**src/rtl/updown_cntr_param_pkg.sv**
```systemverilog
// Shared definitions for the parametrised up/down counter family:
// mode constants, per-cycle operation encoding and the parameter legality rule.
package updown_cntr_param_pkg;

  localparam int CNTR_WRAP = 0;
  localparam int CNTR_SAT  = 1;

  typedef enum logic [1:0] {
    OP_HOLD,
    OP_LOAD,
    OP_INC,
    OP_DEC
  } cntr_op_e;

  // Reused by future pointer counters so every instance rejects the same bad shapes.
  function automatic bit cntr_params_ok(int width, int max_val, int step, int sat);
    longint lim;
    if (width < 1 || width > 30) return 1'b0;
    lim = (longint'(1) << width) - 1;
    return (max_val >= 1) && (longint'(max_val) <= lim) &&
           (step >= 1) && (step <= max_val) &&
           (sat == CNTR_WRAP || sat == CNTR_SAT);
  endfunction

endpackage

```
**src/rtl/updown_cntr_param_if.sv**
```systemverilog
// Control/status bundle between a counter and its owner (heap/FIFO control).
interface updown_cntr_param_if #(parameter int WIDTH = 8);
  logic             load;
  logic [WIDTH-1:0] load_val;
  logic             inc;
  logic             dec;
  logic             clr_flags;
  logic [WIDTH-1:0] q;
  logic             at_max;
  logic             at_zero;
  logic             tc;
  logic             ovf;
  logic             unf;
  logic             load_err;

  modport master (
    output load, load_val, inc, dec, clr_flags,
    input  q, at_max, at_zero, tc, ovf, unf, load_err
  );

  modport slave (
    input  load, load_val, inc, dec, clr_flags,
    output q, at_max, at_zero, tc, ovf, unf, load_err
  );
endinterface

```
**src/rtl/updown_cntr_param_next_val.sv**
```systemverilog
// Purely combinational next-count computation: priority decode, boundary
// crossing detection and wrap/clamp, all in WIDTH+1 bits before truncation.
module cntr_next_val
  import updown_cntr_param_pkg::*;
#(
  parameter int WIDTH    = 8,
  parameter int MAX_VAL  = 255,
  parameter int STEP     = 1,
  parameter int SATURATE = CNTR_WRAP
) (
  input  logic [WIDTH-1:0] q,
  input  logic             inc,
  input  logic             dec,
  input  logic             load,
  input  logic [WIDTH-1:0] load_val,
  output logic [WIDTH-1:0] next_q,
  output logic             cross_hi,
  output logic             cross_lo,
  output logic             load_bad
);

  localparam logic [WIDTH:0]   MAX_X  = (WIDTH+1)'(MAX_VAL);
  localparam logic [WIDTH:0]   STEP_X = (WIDTH+1)'(STEP);
  localparam logic [WIDTH:0]   ONE_X  = (WIDTH+1)'(1);
  localparam logic [WIDTH-1:0] MAX_Q  = WIDTH'(MAX_VAL);

  cntr_op_e       op;
  logic [WIDTH:0] q_x;
  logic [WIDTH:0] up;
  logic [WIDTH:0] up_wrap;
  logic [WIDTH:0] dn;
  logic [WIDTH:0] dn_wrap;

  assign q_x     = {1'b0, q};
  assign up      = q_x + STEP_X;
  assign up_wrap = up - MAX_X - ONE_X;
  assign dn      = q_x - STEP_X;
  // q < STEP <= MAX_VAL here, so q + MAX_VAL + 1 never exceeds WIDTH+1 bits.
  assign dn_wrap = q_x + MAX_X + ONE_X - STEP_X;

  always_comb begin
    op = OP_HOLD;
    if (load)              op = OP_LOAD;
    else if (inc && !dec)  op = OP_INC;
    else if (dec && !inc)  op = OP_DEC;
  end

  always_comb begin
    next_q   = q;
    cross_hi = 1'b0;
    cross_lo = 1'b0;
    load_bad = 1'b0;
    case (op)
      OP_LOAD: begin
        if ({1'b0, load_val} > MAX_X) begin
          next_q   = MAX_Q;
          load_bad = 1'b1;
        end else begin
          next_q = load_val;
        end
      end
      OP_INC: begin
        if (up > MAX_X) begin
          cross_hi = 1'b1;
          next_q   = (SATURATE == CNTR_SAT) ? MAX_Q : WIDTH'(up_wrap);
        end else begin
          next_q = WIDTH'(up);
        end
      end
      OP_DEC: begin
        if (q_x >= STEP_X) begin
          next_q = WIDTH'(dn);
        end else begin
          cross_lo = 1'b1;
          next_q   = (SATURATE == CNTR_SAT) ? '0 : WIDTH'(dn_wrap);
        end
      end
      default: ;
    endcase
  end

endmodule

```
**src/rtl/updown_cntr_param.sv**
```systemverilog
// Parametrised up/down size/pointer counter: holds q, the terminal-count pulse
// and sticky ovf/unf/load_err, with at_max/at_zero decoded straight from q.
module updown_cntr_param
  import updown_cntr_param_pkg::*;
#(
  parameter int WIDTH    = 8,
  parameter int MAX_VAL  = 255,
  parameter int STEP     = 1,
  parameter int SATURATE = CNTR_WRAP
) (
  input  logic              clk,
  input  logic              reset,
  updown_cntr_param_if.slave bus
);

  generate
    if (!cntr_params_ok(WIDTH, MAX_VAL, STEP, SATURATE)) begin : g_bad_params
      $error("updown_cntr_param: illegal WIDTH/MAX_VAL/STEP/SATURATE combination");
    end
  endgenerate

  logic [WIDTH-1:0] q_r;
  logic [WIDTH-1:0] next_q;
  logic             cross_hi;
  logic             cross_lo;
  logic             load_bad;
  logic             tc_r;
  logic             ovf_r;
  logic             unf_r;
  logic             load_err_r;

  cntr_next_val #(
    .WIDTH    (WIDTH),
    .MAX_VAL  (MAX_VAL),
    .STEP     (STEP),
    .SATURATE (SATURATE)
  ) u_next (
    .q        (q_r),
    .inc      (bus.inc),
    .dec      (bus.dec),
    .load     (bus.load),
    .load_val (bus.load_val),
    .next_q   (next_q),
    .cross_hi (cross_hi),
    .cross_lo (cross_lo),
    .load_bad (load_bad)
  );

  // A fresh event in the same cycle as clr_flags leaves the flag set.
  always_ff @(posedge clk) begin
    if (reset) begin
      q_r        <= '0;
      tc_r       <= 1'b0;
      ovf_r      <= 1'b0;
      unf_r      <= 1'b0;
      load_err_r <= 1'b0;
    end else begin
      q_r        <= next_q;
      tc_r       <= cross_hi | cross_lo;
      ovf_r      <= (ovf_r      & ~bus.clr_flags) | cross_hi;
      unf_r      <= (unf_r      & ~bus.clr_flags) | cross_lo;
      load_err_r <= (load_err_r & ~bus.clr_flags) | load_bad;
    end
  end

  assign bus.q        = q_r;
  assign bus.at_max   = (q_r == WIDTH'(MAX_VAL));
  assign bus.at_zero  = (q_r == '0);
  assign bus.tc       = tc_r;
  assign bus.ovf      = ovf_r;
  assign bus.unf      = unf_r;
  assign bus.load_err = load_err_r;

endmodule

```
**src/flat_wrapper.sv**
```systemverilog
// flat-port wrapper written by rule: the top's interface ports become plain ports
module updown_cntr_param_flat import updown_cntr_param_pkg::*;
#(
  parameter int WIDTH    = 8,
  parameter int MAX_VAL  = 255,
  parameter int STEP     = 1,
  parameter int SATURATE = CNTR_WRAP
)
  (clk, reset, bus_load, bus_load_val, bus_inc, bus_dec, bus_clr_flags, bus_q, bus_at_max, bus_at_zero, bus_tc, bus_ovf, bus_unf, bus_load_err);
  updown_cntr_param_if #(.WIDTH(WIDTH)) bus_i ();
  input  logic clk;
  input  logic reset;
  input wire logic [$bits(bus_i.load)-1:0] bus_load;
  input wire logic [$bits(bus_i.load_val)-1:0] bus_load_val;
  input wire logic [$bits(bus_i.inc)-1:0] bus_inc;
  input wire logic [$bits(bus_i.dec)-1:0] bus_dec;
  input wire logic [$bits(bus_i.clr_flags)-1:0] bus_clr_flags;
  output wire logic [$bits(bus_i.q)-1:0] bus_q;
  output wire logic [$bits(bus_i.at_max)-1:0] bus_at_max;
  output wire logic [$bits(bus_i.at_zero)-1:0] bus_at_zero;
  output wire logic [$bits(bus_i.tc)-1:0] bus_tc;
  output wire logic [$bits(bus_i.ovf)-1:0] bus_ovf;
  output wire logic [$bits(bus_i.unf)-1:0] bus_unf;
  output wire logic [$bits(bus_i.load_err)-1:0] bus_load_err;
  assign bus_i.load = bus_load;
  assign bus_i.load_val = bus_load_val;
  assign bus_i.inc = bus_inc;
  assign bus_i.dec = bus_dec;
  assign bus_i.clr_flags = bus_clr_flags;
  assign bus_q = bus_i.q;
  assign bus_at_max = bus_i.at_max;
  assign bus_at_zero = bus_i.at_zero;
  assign bus_tc = bus_i.tc;
  assign bus_ovf = bus_i.ovf;
  assign bus_unf = bus_i.unf;
  assign bus_load_err = bus_i.load_err;
  updown_cntr_param #(.WIDTH(WIDTH), .MAX_VAL(MAX_VAL), .STEP(STEP), .SATURATE(SATURATE)) u_core (.clk(clk), .reset(reset), .bus(bus_i));
endmodule
```
**config.mk**
```make
export PLATFORM = sky130hd
export DESIGN_NAME = updown_cntr_param_flat
export DESIGN_NICKNAME = d
export VERILOG_FILES = /design/src/rtl/updown_cntr_param_pkg.sv /design/src/rtl/updown_cntr_param_if.sv /design/src/rtl/updown_cntr_param_next_val.sv /design/src/rtl/updown_cntr_param.sv /design/src/flat_wrapper.sv
export SDC_FILE = /design/constraint.sdc
export NUM_CORES = 1
export LEC_CHECK = 0
export BUFFER_PORTS_ARGS = -buffer_cell sky130_fd_sc_hd__buf_2
export CORE_ASPECT_RATIO = 0.75
export CORE_UTILIZATION = 47
export CTS_CLUSTER_DIAMETER = 150
export DETAILED_ROUTE_END_ITERATION = 10
export GPL_TIMING_DRIVEN = 0
export HOLD_SLACK_MARGIN = 0.05
export PLACE_DENSITY = 0.84
export SLEW_MARGIN = 20
export SYNTH_ARGS = -nofsm -noshare
export SYNTH_HDL_FRONTEND = slang
export SYNTH_SLANG_ARGS = --single-unit
```
**constraint.sdc**
```tcl
create_clock -name clk -period 1.8 [get_ports clk]
set_input_delay 0.18 -clock clk [delete_from_list [all_inputs] [get_ports clk]]
set_output_delay 0.18 -clock clk [all_outputs]
set_load 0.03 [all_outputs]
```
==> results.cfg <==
[status]
status = complete, but fails checks
violations = design-rule violations, negative setup slack

[yosys]
ys_async_sr_fraction_pct = 0
syn-num-nets = 162
synth_edf_count = 0
synth_top_area_cell = dfxtp_1
synth_common_cells = nand2_1, dfxtp_1, a21oi_1, inv_1, nor2_1
ys.warnings.count = 0
synth.distinct_cells = 45
ys.flop_type = dfxtp_1
synth_area_leaders = dfxtp_1, ha_1, nand2_1
seq_area_frac_synth_pct = 22.48
synth_most_common_cell = nand2_1
synth_area_sq_mm = 0.001069
ys_ff_latch = 12
avgSynthCellArea_sq_um = 7.525
postSynthCellCount = 142
synth_top_area_share_pct = 22.48

[critical_path]
critical-path-max-stage-delay_ps = 560
critPathLaunch = u_core.bus.q[0]$_SDFFE_PP0P_
cp.required_ps = 2020
cp_top_family = simple AND/OR/NAND/NOR gates
endpoint_kind = flop
slowest_stage = or4_4
critPathArrivalTime_ps = 2110
path_class = flop to flop
r2r_end = u_core.bus.tc$_SDFF_PP0_
rr_worst_depth = 7
reg2reg_setup_slack_ps = -90
worst-path-buf-inv = 2
path_cells = buf_8, clkinvlp_4, ha_4, nor4b_4, nand3_1, or4_4, o21ai_1
r2r-start = u_core.bus.q[0]$_SDFFE_PP0P_
worst_setup_path_start_kind = flop
cp_max_fo = 4

[die]
dieArea_sq_mm = 0.002470
fp-row-count = 14
core_area_sq_mm = 0.002067
dieWidth_um = 57.06
pin_count = 28
die_y_um = 43.30
initial_core_util_pct = 51.69

[global_route]
grt_pass1_vias = 1239
grt_usage_pct = 31.15
grt-ovfl-total = 0
grt_max_degree = 11
grt_pass1_wl_um = 5713
antenna_found_initial = 1

[clock_network]
cts_tree = yes
cts_buffer_depth = 2
worstSkewPairLatency_ps = 290
postCtsHoldBufs = 0
htree_levels = 1
cts_sinks = 12
cts_made_buffers = 3
clk_pin_slew_ps = 80
cts_root_buf = clkbuf_4

[worst_hold_path]
worstHoldStart = bus_clr_flags
hold_depth = 2
holdPathEnd = u_core.bus.load_err$_SDFF_PP0_
worstHoldPathType = input port to flop

[layout]
area_delta_synth_final_pct = 39.34
fin_cells = 207
final_layout_size_suffix_gt1_share_pct = 41.76
nNetsFinal = 203
design_area_sq_mm = 0.001489
fillers = 156

[placed_design]
portBuffers = 26
dp_cells = 192
place.gp.congestion = 0.9484
postPlaceCellArea_sq_mm = 0.001262
dpl_worst_slack_ps = -364.9
dp_hpwl_um = 2394

[timing]
tightest_slew_ps = 529.1
clock.fmax_mhz = 529.8
grt_setup_unrepaired = true
setup_tns_ps = -231.6
finalCritPeriodShare_pct = 104.9
hold_slack_ps = 89.13
worst_slack_ps = -87.40
clock_skew_ps = 5.554
slew-limit-headroom_pct = 64.72
period_needed_ps = 1887
setup_viol = 4
hold_viol = 0
slew_viol_final = 0

[route]
antenna_left = 0
drt_iter0_markers = 121
routed_wl_um = 3779
wl_per_cell_um = 18.26
viasPerCell = 6.565
drc = 2
num_vias = 1359
first_pass_iters = 8

[power]
p_leak_nw = 0.6269
power_density_mw_per_mm2 = 662.6
ir_worst_vdd_uv = 443.7

[job]
maxCapViolCount = 0
-- final cells by class --
class	count	area [sq um]	area share [%]
multi-input cells	109	845.8	56.81
well taps	24	30.03	2.017
plain buffers	9	58.81	3.950
diodes	1	2.502	0.1681
flip-flops and latches	12	250.2	16.81
clock buffers	4	36.28	2.437
repair buffers	38	220.2	14.79
inverters	10	45.04	3.025
-- how the worst max path moves through the flow --
stage / cells after the start / end
floorplan: 6 / u_core.bus.q[7]$_SDFFE_PP0P_
finish: 7 / u_core.bus.tc$_SDFF_PP0_
CTS: 7 / u_core.bus.tc$_SDFF_PP0_
global placement: 7 / u_core.bus.tc$_SDFF_PP0_
detailed placement: 7 / u_core.bus.ovf$_SDFF_PP0_
global route: 8 / u_core.bus.tc$_SDFF_PP0_
-- power breakdown --
part / total (mW) / leakage [nW] / switching [mW] / internal (mW)
combinational: 0.453 / 0.505 / 0.266 / 0.186
sequential: 0.310 / 0.100 / 0.0256 / 0.284
clock: 0.225 / 0.0210 / 0.101 / 0.123
-- placed cells by master (no fill, tap or decap), drive strengths merged, types with 4 or more instances in the layout --
cell type	synthesis	routed
nand3	4	4
nor3	5	5
ha	6	6
o21ai	7	7
inv	10	8
nor2	10	10
a21oi	11	11
a211oi	4	4
xnor2	4	4
clkbuf	6	10
nand2	14	14
buf	5	41
dfxtp	12	12
-- timing repair --
action	in CTS	in global routing
pin swaps	3	9
gates resized for setup	11	15
buffers inserted	7	5
setup endpoints to repair	8	8
-- state kept, by name, summed over array words and instances, names as in the netlist --
register and cells:
u_core.bus.ovf 1, u_core.bus.q 8, u_core.bus.load_err 1, u_core.bus.unf 1, u_core.bus.tc 1
-- worst reg2reg max path, delay by kind of cell, from the launching register on --
family / cells / cell delay [ps]
adder cells (fa/ha/maj): 1 / 300
flip-flops: 1 / 360
buffers and inverters: 2 / 230
AO/OA/AOI/OAI: 1 / 90
AND/OR/NAND/NOR: 3 / 850
-- metrics by stage --
stage / utilization, % / total power [mW]
6_report: 72.03 / 0.9866
4_1_cts: 67.01 / 0.9211
3_3_place_gp: 61.08 / 0.6407
3_5_place_dp: 61.08 / 0.6530
5_1_grt: 72.03 / 1.028
2_1_floorplan: - / 0.5572
-- layer usage --
layer / routed length, um / vias to the layer above / track usage (%)
met5: 0 / - / 0
met4: 227 / 0 / 17.56
met3: 514 / 32 / 10.37
met2: 1603 / 118 / 48.94
met1: 1433 / 607 / 37.34
li1: - / 602 / -
-- cells by family (layout without fill, tap and decap cells) --
family / Yosys count / count (layout) / synth area share, %
flip-flops: 12 / 12 / 22.48
adder cells (fa/ha/maj): 6 / 6 / 7.026
XOR/XNOR: 7 / 7 / 5.738
multiplexers: 2 / 2 / 1.874
AO/OA/AOI/OAI: 41 / 41 / 26.82
other: 0 / 1 / 0
AND/OR/NAND/NOR: 53 / 53 / 26.93
buffers and inverters: 21 / 61 / 9.133
Power figures use the tool's default switching activity.
